### src/rtl/level_palette_ctrl.sv
// level_palette_ctrl: game-level sequencer for the palette LEVEL select; LEVEL_FLASH_EN adds the level-up flash
module level_palette_ctrl #(
  parameter int LINES_PER_LEVEL = 10,
  parameter int FLASH_FRAMES    = 8
) (
  input  logic       clk_i,
  input  logic       reset_n_i,
  input  logic       game_start_i,
  input  logic       game_over_i,
  input  logic [2:0] start_level_i,
  input  logic       frame_tick_i,
  input  logic       clear_valid_i,
  input  logic [2:0] clear_count_i,
  output logic [2:0] level_o,
  output logic       level_up_o,
  output logic [3:0] line_acc_o,
  output logic [9:0] lines_total_o,
  output logic       flash_active_o,
  output logic       flash_phase_o
);
  localparam logic [1:0] IDLE  = 2'd0;
  localparam logic [1:0] PLAY  = 2'd1;
`ifdef LEVEL_FLASH_EN
  localparam logic [1:0] FLASH = 2'd2;
`endif
  logic [1:0]  state_q, state_d;
  logic [2:0]  level_q, level_d;
  logic [3:0]  acc_q, acc_d;
  logic [9:0]  total_q, total_d;
  logic        up_q, up_d;
  logic [2:0]  cc;
  logic [4:0]  sum;
  logic [10:0] tsum;
  logic        lvl_step;
  assign cc       = (clear_count_i > 3'd4) ? 3'd4 : clear_count_i;
  assign sum      = {1'b0, acc_q} + {2'b0, cc};
  assign tsum     = {1'b0, total_q} + {8'b0, cc};
  assign lvl_step = sum >= 5'(LINES_PER_LEVEL);
`ifdef LEVEL_FLASH_EN
  logic [7:0] fcnt_q, fcnt_d;
  logic       phase_q, phase_d;
  assign flash_active_o = state_q == FLASH;
  assign flash_phase_o  = phase_q;
`else
  logic unused_cfg;
  assign unused_cfg     = frame_tick_i ^ (FLASH_FRAMES == 0);
  assign flash_active_o = 1'b0;
  assign flash_phase_o  = 1'b0;
`endif
  // next-state: start > over > clear > frame tick, lower events dropped
  always_comb begin
    state_d = state_q;
    level_d = level_q;
    acc_d   = acc_q;
    total_d = total_q;
    up_d    = 1'b0;
`ifdef LEVEL_FLASH_EN
    fcnt_d  = fcnt_q;
    phase_d = phase_q;
`endif
    if (game_start_i) begin
      state_d = PLAY;
      level_d = start_level_i;
      acc_d   = 4'd0;
      total_d = 10'd0;
`ifdef LEVEL_FLASH_EN
      fcnt_d  = 8'd0;
      phase_d = 1'b0;
`endif
    end else if (game_over_i) begin
      state_d = IDLE;
`ifdef LEVEL_FLASH_EN
      phase_d = 1'b0;
`endif
    end else if (state_q != IDLE && clear_valid_i) begin
      total_d = (tsum > 11'd999) ? 10'd999 : tsum[9:0];
      acc_d   = lvl_step ? 4'(sum - 5'(LINES_PER_LEVEL)) : sum[3:0];
      level_d = lvl_step ? level_q + 3'd1 : level_q;
      up_d    = lvl_step;
`ifdef LEVEL_FLASH_EN
      if (lvl_step) begin
        state_d = FLASH;
        fcnt_d  = 8'd0;
        phase_d = 1'b0;
      end
    end else if (state_q == FLASH && frame_tick_i) begin
      state_d = (fcnt_q == 8'(FLASH_FRAMES - 1)) ? PLAY : FLASH;
      phase_d = (fcnt_q == 8'(FLASH_FRAMES - 1)) ? 1'b0 : ~phase_q;
      fcnt_d  = fcnt_q + 8'd1;
`endif
    end
  end
  // state registers with synchronous active-low reset
  always_ff @(posedge clk_i) begin
    if (!reset_n_i) begin
      state_q <= IDLE;
      level_q <= 3'd0;
      acc_q   <= 4'd0;
      total_q <= 10'd0;
      up_q    <= 1'b0;
`ifdef LEVEL_FLASH_EN
      fcnt_q  <= 8'd0;
      phase_q <= 1'b0;
`endif
    end else begin
      state_q <= state_d;
      level_q <= level_d;
      acc_q   <= acc_d;
      total_q <= total_d;
      up_q    <= up_d;
`ifdef LEVEL_FLASH_EN
      fcnt_q  <= fcnt_d;
      phase_q <= phase_d;
`endif
    end
  end
  assign level_o       = level_q;
  assign level_up_o    = up_q;
  assign line_acc_o    = acc_q;
  assign lines_total_o = total_q;
endmodule

### config.mk
export PLATFORM = sky130hd
export DESIGN_NAME = level_palette_ctrl
export DESIGN_NICKNAME = d
export VERILOG_FILES = /design/src/rtl/level_palette_ctrl.sv
export SDC_FILE = /design/constraint.sdc
export NUM_CORES = 1
export LEC_CHECK = 0
export ABC_AREA = 1
export BUFFER_PORTS_ARGS = -buffer_cell sky130_fd_sc_hd__buf_2
export CAP_MARGIN = 25
export CORE_MARGIN = 2
export CORE_UTILIZATION = 25
export CTS_BUF_LIST = sky130_fd_sc_hd__clkbuf_4
export DETAILED_ROUTE_END_ITERATION = 10
export PLACE_DENSITY = 0.45
export SKIP_CTS_REPAIR_TIMING = 1
export SLEW_MARGIN = 5
export SYNTH_ARGS = -nofsm -noshare
export SYNTH_HDL_FRONTEND = slang
export SYNTH_SLANG_ARGS = --single-unit
### constraint.sdc
create_clock -name clk_i -period 2.6 [get_ports clk_i]
set_input_delay 0.13 -clock clk_i [delete_from_list [all_inputs] [get_ports clk_i]]
set_output_delay 0.13 -clock clk_i [all_outputs]
set_load 0.05 [all_outputs]
Yosys cells after proc, flatten, opt, wreduce, memory -nomap -nowiden
Cells that the tools add are included.

Flip-flop bits (word level): 19. Bits of input ports: 12.

Bitwise gates (word level): 3. Muxes and demuxes: 9. Add/subtract/negate cells: 4. Eq/ne operators: 1. $lt $le $gt $ge: 3. Reductions and logical operators: 8.

Operator list (number): two-way mux 3 bit (5); adder 10 x 3 -> 11 bit (1); greater-than comparator 11 x 10 -> 1 bit (second input constant) (1); two-way mux 10 bit (1); nonzero test 2 bit (3); adder 4 x 3 -> 5 bit (1); greater-or-equal comparator 5 x 4 -> 1 bit (second input constant) (1); two-way mux 4 bit (1); OR reduction 4 bit (1); subtractor 4 bit (second input constant) (1); adder 3 x 1 -> 3 bit (second input constant) (1); greater-than comparator 3 bit (second input constant) (1); NOT 1 bit (3); AND reduction 3 bit (1); two-way mux 1 bit (2); != test 2 bit (second input constant) (1); AND reduction 2 bit (1); OR reduction 2 bit (1); logical AND 1 bit (1).

Longest topological paths before layout
Word-level depth: 8. Gate-level depth with buffers: 17. Gate-level depth less buffers: 17.

Least setup slack after synthesis
OpenSTA, ideal clock, no wires.

Path type: register to register. Start point: register total_q[0], in the netlist lines_total_o[0]. End point: register total_q[3], in the netlist lines_total_o[3]. Period minus slack after synthesis: 2311 ps. Cell stages (with the launch flop): 12. Library setup time: 123 ps. Data arrival time: 2189 ps. Required time: 2477 ps. Path buffers: 0. Path slack: 289 ps. Cells stage by stage: dfxtp_1 > ha_1 > inv_1 > fa_1 > inv_1 > nand3_1 > nand2_1 > nand3_1 > nor2_1 > nor2_8 > nand3_1 > a21oi_1.

Cells in the longest elaborated chain, start to end: 3.

RTL lines: start: declaration (RTL line 29) `logic [9:0] total_q, total_d;`; start signal: assignment (RTL line 109) `total_q <= total_d;`; adder 10 x 3 -> 11 bit * (RTL line 37) `assign tsum = {1'b0, total_q} + {8'b0, cc};`; greater-than comparator 11 x 10 -> 1 bit (RTL line 76) `total_d = (tsum > 11'd999) ? 10'd999 : tsum[9:0];`; two-way mux 10 bit * (RTL line 76).

Mark *: on every way between the ends. The rest lies on a longest branch, timed or not. A chain may end at the register's enable or synchronous reset.

Worst setup path after layout
Start point: register acc_q[0], in the netlist line_acc_o[0]. End point: register level_q[1], in the netlist level_o[1].

Cells in the longest elaborated chain, start to end: 4.

RTL lines: start: declaration (RTL line 28) `logic [3:0] acc_q, acc_d;`; start signal: assignment (RTL line 98) `acc_q <= 4'd0;`; start signal: assignment (RTL line 108) `acc_q <= acc_d;`; adder 4 x 3 -> 5 bit (RTL line 36) `assign sum = {1'b0, acc_q} + {2'b0, cc};`; greater-or-equal comparator 5 x 4 -> 1 bit (RTL line 38) `assign lvl_step = sum >= 5'(LINES_PER_LEVEL);`; nonzero test 2 bit (no source line); AND reduction 3 bit (no source line); end signal: assignment (RTL line 107) `level_q <= level_d;`; end: declaration (RTL line 27) `logic [2:0] level_q, level_d;`.

Every way passes these cells.

==> metrics.md <==
| Metric | Value |
|---|---|
| Count of filler cells inserted in the layout | `590` |
| IO Pins | `32` |
| Footprint of the multi-input gates | `between 800 and 900 um^2` |
| Wire length of the first global-routing pass | `between 5000 and 6000 um` |
| Share of total power in sequential cells | `53.0%` |
| Count of yosys warnings during synthesis | `0` |
| Initial standard-cell utilization of the core | `26.1%` |
| Launch point of the critical path | `line_acc_o[0]$_SDFFE_PP0P_` |
| Core area | `0.00517 mm^2` |
| Latest clock arrival within the worst-skew pair | `0.29 ns` |
| Sum of negative setup slack | `0 ns` |
| Post-synthesis sequential area ratio | `approximately 28%` |
| Clock buffer count from CTS | `3` |
| Internal Pwr Total | `0.402 mW` |
| Total power divided by cell area | `roughly 360 mW/mm^2` |
| Routed wire length | `3300 um` |
| Final estimated routing congestion in global placement | `0.765` |
| Largest net degree at the start of global routing | `15` |
| Number of antenna violations at the first check in global routing | `0` |
| Diodes inserted | `0` |
| Clock sink count | `19` |
| Dominant cell type by area after synthesis | `sky130_fd_sc_hd__dfxtp_1` |
| Top cells by area, synth | `sky130_fd_sc_hd__dfxtp_1 28%, sky130_fd_sc_hd__nand2_1 13%, sky130_fd_sc_hd__inv_1 8.6%, sky130_fd_sc_hd__nand3_1 7.8%, sky130_fd_sc_hd__ha_1 7.4%` |
| Residual overflow from global routing | `0` |
| Maximum clock frequency | `449 MHz` |
| Most frequent standard cell in the layout excluding fill and tap cells | `sky130_fd_sc_hd__nand2_1` |
| Global-route usage over all layers | `12.2%` |
| R2R setup slack | `0.38 ns` |
| Post-Synthesis Cells | `203` |
| Detailed-route via count | `roughly 1.3k` |
| Detail Route Antenna Nets | `0` |
| Transition time of the tightest slew-check pin | `between 0.5 and 0.6 ns` |
| Total Die Area | `0.00600 mm^2` |
| Crit path capture type | `register` |
| Detailed-route wire length per cell | `between 10 and 15 um` |
| End of the worst register-to-register path | `level_o[1]$_SDFFE_PN0P_` |
| Final critical-path required period | `~2.2 ns` |
| Worst-case headroom to the max-slew limit | `64.7%` |
| DIE HEIGHT | `77.5 um` |
| Final setup skew | `~0.0074 ns` |
| Share of layout cells above drive strength 1 | `around a fifth` |
| Worst r2r src | `line_acc_o[0]$_SDFFE_PP0P_` |
| Data arrival time of the critical path | `~2.4 ns` |
| Clock transition time at the flip-flop clock pins of the worst setup and hold paths | `0.11 ns` |
| Synth top area share | `about 28%` |
| Half-perimeter wire length after detailed placement | `2660 um` |
| Critical path launch point type | `register` |
| Sw Pwr | `0.173 mW` |
| Cell at the root of the clock tree | `sky130_fd_sc_hd__clkbuf_4` |
| Switch share | `30.1%` |
| Worst-path fanout max | `7` |
| Crit share post-route | `85.6%` |
| Via density | `4.27` |
| Number of input and output port buffers inserted | `28` |
| Final setup violation count | `0` |
| Detailed-routing iteration count for the pre-antenna-repair pass | `4` |
| Final critical-path setup slack | `between 0.3 and 0.4 ns` |
| Number of cells on the worst reg-to-reg path | `12` |
| Drt first-iter violations | `75` |
| Syn Area/Cell | `6.64 um^2` |
| Data required, critical path | `~2.8 ns` |
| Worst min path class | `primary input to register` |
| Path type of the worst setup path | `register to register` |
| Library cells used by synthesis | `29` |
| Worst slack at placement | `0.166 ns` |
| TritonCTS clock tree | `yes` |
| Via count of the first global-routing pass | `approximately 1.3k` |
| H-tree level count | `1` |
| Area Growth Syn to Fin | `17.9%` |
| Standby leakage power | `about 0.80 nW` |
| Logic gate share of total power | `19.1%` |
| Maximum resistive drop on vdd | `163 uV` |
| Die X | `roughly 77 um` |
| CTS Buffer Depth | `2` |
| Synth Register Bits | `19` |
| Final hold viol count | `0` |
| Number of max-cap violations | `0` |
| Crit path capture | `level_o[1]$_SDFFE_PN0P_` |
| Count of nets after finishing | `between 200 and 300` |
| Most frequent cells in the layout | `46 x sky130_fd_sc_hd__nand2_1, 31 x sky130_fd_sc_hd__inv_1, 28 x sky130_fd_sc_hd__buf_2, 21 x sky130_fd_sc_hd__nand3_1, 19 x sky130_fd_sc_hd__dfxtp_1` |
| Placement row count | `26` |
| Total area of sequential cells | `380 um^2` |
| Slew Limit Fails | `0` |
| Share of total power in the clock network | `27.9%` |
| Netlist area before placement | `around 0.0013 mm^2` |
| Count of unresolved DRC violations after routing | `0` |
| Result of the run | `completed` |
| RSZ-0062 raised after global routing | `false` |
sequential cells by signal (all words and copies together) (netlist names):
register / flops
line_acc_o: 4
lines_total_o: 10
level_up_o: 1
state_q: 1
level_o: 3
critical path, stage by stage (launching register included):
cell                      delay [ns]
sky130_fd_sc_hd__dfxtp_1        0.35
sky130_fd_sc_hd__ha_1           0.24
sky130_fd_sc_hd__fa_1           0.39
sky130_fd_sc_hd__or2_1          0.26
sky130_fd_sc_hd__nand2_2        0.08
sky130_fd_sc_hd__ha_1           0.18
sky130_fd_sc_hd__nand2_1        0.07
sky130_fd_sc_hd__nand3_1        0.08
sky130_fd_sc_hd__nand2_1        0.09
sky130_fd_sc_hd__nand2_2        0.14
sky130_fd_sc_hd__nand2_2        0.09
sky130_fd_sc_hd__nor2_1         0.12
sky130_fd_sc_hd__nor3_2         0.04
logic make-up (layout without fill, tap and decap cells):
kind of cell    count (synthesis)  in the layout  synth area share, %
simple gates                  105            105                 37.3
buf+inv                        35             64                 10.4
compound gates                 31             31                 12.2
flops                          19             19                 28.2
fa+ha+maj                      10             10                 10.4
xor+xnor                        2              2                 1.30
other cells                     1              2                0.278
cells in the mapped netlist:
library cell / n
sky130_fd_sc_hd__nand2_2: 5
sky130_fd_sc_hd__a21oi_1: 13
sky130_fd_sc_hd__nand2_4: 1
sky130_fd_sc_hd__conb_1: 1
sky130_fd_sc_hd__inv_2: 1
sky130_fd_sc_hd__nor3_2: 1
sky130_fd_sc_hd__ha_1: 8
sky130_fd_sc_hd__nand2_1: 46
sky130_fd_sc_hd__nor2_1: 16
sky130_fd_sc_hd__xnor2_1: 2
sky130_fd_sc_hd__nand4_1: 3
sky130_fd_sc_hd__nand3_2: 1
sky130_fd_sc_hd__a31oi_1: 2
sky130_fd_sc_hd__nand3_1: 21
sky130_fd_sc_hd__o21ai_0: 11
sky130_fd_sc_hd__nor2_8: 1
sky130_fd_sc_hd__buf_2: 1
sky130_fd_sc_hd__dfxtp_1: 19
sky130_fd_sc_hd__nor2_2: 5
sky130_fd_sc_hd__o21ai_2: 1
sky130_fd_sc_hd__or2_1: 1
sky130_fd_sc_hd__o21ai_1: 3
sky130_fd_sc_hd__nand3b_1: 1
sky130_fd_sc_hd__inv_1: 31
sky130_fd_sc_hd__o211ai_1: 1
sky130_fd_sc_hd__and2_1: 2
sky130_fd_sc_hd__or2_2: 1
sky130_fd_sc_hd__fa_1: 2
sky130_fd_sc_hd__buf_4: 2
through the flow:
stage	power [mW]	util, %	hold WS, ns	instance area [um^2]	std cells
finish	0.575	30.7	0.100	1590	303
global route	0.615	30.7	0.0998	1590	303
CTS	0.590	30.7	0.0917	1590	303
detailed placement	0.422	30.2	0.420	1560	299
global placement	0.422	30.2	0.416	1560	299
floorplan	0.394	-	0.301	1350	204
final cells by class:
class	count	area share (%)
repair buffers	28	8.81
flip-flops and latches	19	23.9
clock buffers	4	1.89
well taps	70	5.51
multi-input cells	150	52.3
inverters	32	7.55
layer usage:
layer	wire length [um]	track usage, %
met1	1690	16.5
met2	1500	19.8
met3	81	1.63
met4	28	4.29
met5	0	0
worst min path at each step:
stage                     start                       to  cells after the start
global placement    game_over_i  state_q[0]$_SDFFE_PN0P_                      4
CTS                 game_over_i  state_q[0]$_SDFFE_PN0P_                      4
floorplan             reset_n_i  level_o[0]$_SDFFE_PN0P_                      2
finish              game_over_i  state_q[0]$_SDFFE_PN0P_                      4
detailed placement  game_over_i  state_q[0]$_SDFFE_PN0P_                      4
global route          reset_n_i  level_o[1]$_SDFFE_PN0P_                      3
power by group through the flow:
stage          combinational (mW)  clock (mW)  sequential, mW
2_1_floorplan              0.0638           0           0.331
3_3_place_gp                0.111           0           0.312
3_5_place_dp                0.111           0           0.311
4_1_cts                     0.111       0.173           0.305
5_1_grt                     0.123       0.186           0.306
6_report                    0.110       0.160           0.305
Power figures use the tool's default switching activity.
